### src/rtl/komandara_common_pkg.sv
// Shared Komandara types used across interconnect blocks.
// Slice occupancy encodes the stored-beat count directly.
package komandara_common_pkg;

  typedef enum logic [1:0] {
    SLICE_EMPTY = 2'd0,
    SLICE_BUSY  = 2'd1,
    SLICE_FULL  = 2'd2
  } komandara_slice_state_e;

endpackage

### src/rtl/komandara_reg_slice.sv
// Two-entry elastic register slice: valid, data and ready all leave the block from flops,
// so neither the forward nor the backward path is combinational.
module komandara_reg_slice
  import komandara_common_pkg::*;
#(
  parameter int unsigned DATA_WIDTH = 32
) (
  input  logic                  clk_i,
  input  logic                  rst_ni,
  input  logic                  flush_i,
  input  logic [DATA_WIDTH-1:0] s_data_i,
  input  logic                  s_valid_i,
  output logic                  s_ready_o,
  output logic [DATA_WIDTH-1:0] m_data_o,
  output logic                  m_valid_o,
  input  logic                  m_ready_i,
  output logic [1:0]            count_o
);

  komandara_slice_state_e state_q, state_d;
  logic [DATA_WIDTH-1:0]  main_q, skid_q;
  logic                   m_valid_q, s_ready_q;
  logic                   in_hs, out_hs;
  logic                   load_main_in, load_main_skid, load_skid;

  assign in_hs  = s_valid_i & s_ready_q;
  assign out_hs = m_valid_q & m_ready_i;

  always_comb begin
    state_d        = state_q;
    load_main_in   = 1'b0;
    load_main_skid = 1'b0;
    load_skid      = 1'b0;
    case (state_q)
      SLICE_EMPTY: begin
        if (in_hs) begin
          load_main_in = 1'b1;
          state_d      = SLICE_BUSY;
        end
      end
      SLICE_BUSY: begin
        if (in_hs && out_hs) begin
          load_main_in = 1'b1;
        end else if (in_hs) begin
          load_skid = 1'b1;
          state_d   = SLICE_FULL;
        end else if (out_hs) begin
          state_d = SLICE_EMPTY;
        end
      end
      SLICE_FULL: begin
        // ready is low here, so only the drain side can move
        if (out_hs) begin
          load_main_skid = 1'b1;
          state_d        = SLICE_BUSY;
        end
      end
      default: state_d = SLICE_EMPTY;
    endcase
    if (flush_i) begin
      state_d        = SLICE_EMPTY;
      load_main_in   = 1'b0;
      load_main_skid = 1'b0;
      load_skid      = 1'b0;
    end
  end

  always_ff @(posedge clk_i or negedge rst_ni) begin
    if (!rst_ni) begin
      state_q   <= SLICE_EMPTY;
      main_q    <= '0;
      skid_q    <= '0;
      m_valid_q <= 1'b0;
      s_ready_q <= 1'b0;
    end else begin
      state_q   <= state_d;
      m_valid_q <= (state_d != SLICE_EMPTY);
      s_ready_q <= (state_d != SLICE_FULL);
      if (load_main_in)   main_q <= s_data_i;
      if (load_main_skid) main_q <= skid_q;
      if (load_skid)      skid_q <= s_data_i;
    end
  end

  assign s_ready_o = s_ready_q;
  assign m_valid_o = m_valid_q;
  assign m_data_o  = main_q;
  assign count_o   = state_q;

`ifndef SYNTHESIS
  a_stall_stable: assert property (@(posedge clk_i) disable iff (!rst_ni)
    (m_valid_o && !m_ready_i && !flush_i) |=> (m_valid_o && $stable(m_data_o)));
  a_full_not_ready: assert property (@(posedge clk_i) disable iff (!rst_ni)
    !(state_q == SLICE_FULL && s_ready_o));
  a_count_range: assert property (@(posedge clk_i) disable iff (!rst_ni)
    count_o < 2'd3);
`endif

endmodule
### config.mk
export PLATFORM = sky130hd
export DESIGN_NAME = komandara_reg_slice
export DESIGN_NICKNAME = d
export VERILOG_FILES = /design/src/rtl/komandara_common_pkg.sv /design/src/rtl/komandara_reg_slice.sv
export SDC_FILE = /design/constraint.sdc
export NUM_CORES = 1
export LEC_CHECK = 0
export CAP_MARGIN = 20
export CORE_UTILIZATION = 44
export DETAILED_ROUTE_END_ITERATION = 10
export PLACE_DENSITY = 0.72
export REMOVE_ABC_BUFFERS = 1
export SETUP_SLACK_MARGIN = 0.15
export SLEW_MARGIN = 20
export SYNTH_ARGS = -nofsm -noshare
export SYNTH_HDL_FRONTEND = slang
export SYNTH_SLANG_ARGS = --single-unit
### constraint.sdc
create_clock -name clk_i -period 1.43 [get_ports clk_i]
set_input_delay 0.286 -clock clk_i [delete_from_list [all_inputs] [get_ports clk_i]]
set_output_delay 0.286 -clock clk_i [all_outputs]
set_load 0.005 [all_outputs]
==> results.json <==
{
  "path_clk_slew_ns": 0.08,
  "clock_skew_ns": 0.00899,
  "drc": 0,
  "drv_slew": 0,
  "path_buf_inv": 3,
  "synth_warnings": 0,
  "outcome": "complete, but fails checks",
  "regToRegSetupSlack_ns": -0.16,
  "die_y_um": 84.6,
  "top_layer": "met4",
  "synth_area_um2": 3000,
  "crit_type": "flip-flop to flip-flop",
  "rsz0062_at_grt": "true",
  "cts_sinks": 68,
  "wl_met2_um": 3390,
  "slowest_delay_ns": 0.41,
  "final_area_um2": 4760,
  "fill_cells": 436,
  "tightest_slew_ns": 0.277,
  "worst-path-max-fanout": 7,
  "dpl.cell_count": 381,
  "worstPathArrival_ns": 1.84,
  "cts_root_buffer": "clkbuf_8",
  "start_util_pct": 46.5,
  "violations": "negative setup slack",
  "drt_iter0_markers": 84,
  "synth.distinct_cells": 22,
  "seq_area_um2": 1700,
  "hp-class": "input port to asynchronous set/reset pin",
  "overflow": 0,
  "multi_input_area_um2": 1420,
  "wl_met3_um": 357,
  "fp.dieW_um": 84.6,
  "rows": 29,
  "cts_buffers": 9,
  "p_leak_nw": 2.08,
  "port-buffer-count": 72,
  "gp_congestion": 0.744,
  "postPlaceCellArea_um2": 3900,
  "startpoint": "count_o[1]",
  "setup_viol": 66,
  "die_area_um2": 7150,
  "fin_ws_ns": -0.157,
  "slowest_stage": "dfrtp_1",
  "clk_path_buf_depth": 2,
  "required_ns": 1.68,
  "r2r_cells": 7,
  "clock_latency_ns": 0.34,
  "grt.total_usage_pct": 21.4,
  "diodes": 0,
  "slew_headroom_pct": 81.6,
  "fin_util_pct": 73.7,
  "vias": 2185,
  "dr.pass1.iters": 7,
  "reg2reg_to": "m_data_o[15]",
  "ir_worst_vdd_v": 0.000815,
  "max-cap-violations": 0,
  "viasPerCell": 5.18,
  "coreArea_um2": 6460,
  "cts_tree": "done",
  "endpoint_kind": "flip-flop",
  "synthCells": 227,
  "period_share_pct": 111,
  "timing.setup.tns_ns": -7.17,
  "period_minus_slack_ns": 1.59,
  "stdcell_count": 422,
  "grt_antenna_before_repair": 0,
  "ant_nets": 0,
  "dp_hpwl_um": 3910,
  "drive_above_1_share_pct": 41.7,
  "worstSetupStartpointType": "flip-flop",
  "seq_area_frac_synth_pct": 56.7,
  "grt_pass1_wl_um": 11600,
  "wl_met1_um": 3470,
  "grt_max_degree": 44,
  "fmax_mhz": 630,
  "htree_levels": 3,
  "ios": 73,
  "area_growth_syn_to_layout_pct": 58.7,
  "cpLargestDelayFamily": "buffers and inverters",
  "wl_um": 7340,
  "wl_per_cell_um": 17.4,
  "crit_end": "m_data_o[15]",
  "cp_cell_sequence": "buf_4, nand4b_4, a221oi_4, buf_6, buf_12, nor2_2, a21oi_1",
  "cp.depth": 7,
  "layout.nets": 377,
  "whs_ns": 0.350,
  "grt_pass1_vias": 2272,
  "r2r_start": "count_o[1]",
  "ys_ff_latch": 68,
  "hold_viol_final": 0,
  "power.density_nw_per_um2": 1480,
  "avgSynthCellArea_um2": 13.2
}
how the worst min path moves through the flow:
stage,start,end,slack [ns],depth (start not counted)
after floorplan,rst_ni,count_o[0],-0.01,0
after global placement,rst_ni,skid_q[18],0.17,1
after detailed placement,rst_ni,skid_q[18],0.17,1
after CTS,rst_ni,skid_q[18],0.33,2
after global routing,rst_ni,m_data_o[18],0.35,2
final,rst_ni,skid_q[18],0.35,2
sequential cells by signal, indices dropped and copies added, names as in the netlist:
register and cells:
skid_q 32, m_data_o 32, count_o 2, s_ready_o 1, m_valid_o 1
power by group:
| group | internal (mW) | total [mW] | leakage (nW) | switching, mW |
|---|---|---|---|---|
| clock network | 1.26 | 2.01 | 0.126 | 0.749 |
| registers | 2.57 | 2.98 | 0.787 | 0.414 |
| logic | 1.36 | 2.04 | 1.17 | 0.681 |
| total | 5.19 | 7.03 | 2.08 | 1.84 |
through the flow:
step                      worst slack (ns)  power (mW)
after floorplan                      -2.25        3.62
after global placement              -0.461        4.44
after detailed placement            -0.514        4.51
after CTS                           -0.113        6.84
after global routing                -0.247        7.37
final                               -0.157        7.03
what timing repair did:
| action | CTS | global route |
|---|---|---|
| resized for setup | 121 | 49 |
| endpoints found under the hold margin | 8 | 0 |
| setup endpoints to repair | 101 | 78 |
| pin swaps | 3 | 3 |
| hold buffers | 1 | 0 |
| cloned | 5 | 1 |
| setup buffers | 14 | 4 |
synth_stat cells:
cell type	n	area (um2)
buf_4	6	45.0
nand3b_1	1	7.51
a31o_2	1	8.76
a21oi_1	15	75.1
a221oi_2	1	15.0
mux2i_1	32	320
mux2_1	5	56.3
nor2_1	32	120
a21oi_2	19	166
buf_2	1	5.00
nand2b_1	1	6.26
and2_1	1	6.26
and2b_1	1	7.51
nand2_1	5	18.8
nor2_4	1	11.3
buf_6	6	67.6
nand4_4	1	21.3
nand4b_4	1	23.8
mux2_2	27	304
nand3_1	1	5.00
dfrtp_1	68	1700
a21o_1	1	7.51
layer usage:
metal / track usage [%] / up-vias
li1: - / 1020
met1: 29.7 / 1085
met2: 32.6 / 66
met3: 4.72 / 14
met4: 8.63 / 0
met5: 0 / -
layout make-up:
type	instances	area share [%]
Clock buffer	11	3.18
Sequential cell	68	35.8
Multi-Input combinational cell	146	29.8
Clock inverter	5	2.23
Tap cell	77	2.02
Timing Repair Buffer	115	27.0
logic make-up (layout without fill, tap and decap cells):
logic type,Yosys count,in the layout,share of synthesized area (%)
simple gates,45,45,7.59
flops,68,68,56.7
buf+inv,13,131,3.92
mux,64,64,22.7
compound gates,37,37,9.09
placed cells by master (no fill, tap or decap):
cell type,count
a21o_1,1
a21oi_1,11
a21oi_2,22
a21oi_4,1
a221oi_4,1
a31o_2,1
and2_4,1
and2b_2,1
buf_12,9
buf_16,5
buf_2,2
buf_4,16
buf_6,12
buf_8,1
bufinv_16,3
clkbuf_16,1
clkbuf_2,5
clkbuf_8,11
clkdlybuf4s15_1,27
clkdlybuf4s50_1,34
clkinvlp_4,1
dfrtp_1,67
dfrtp_2,1
dlygate4sd2_1,2
dlygate4sd3_1,1
inv_6,1
mux2_4,32
mux2i_1,32
nand2_1,4
nand2_2,1
nand2b_1,1
nand3_4,1
nand3b_1,1
nand4_4,1
nand4b_4,1
nor2_1,20
nor2_2,5
nor2_4,8
No activity file was read; power rests on OpenSTA's default activity.
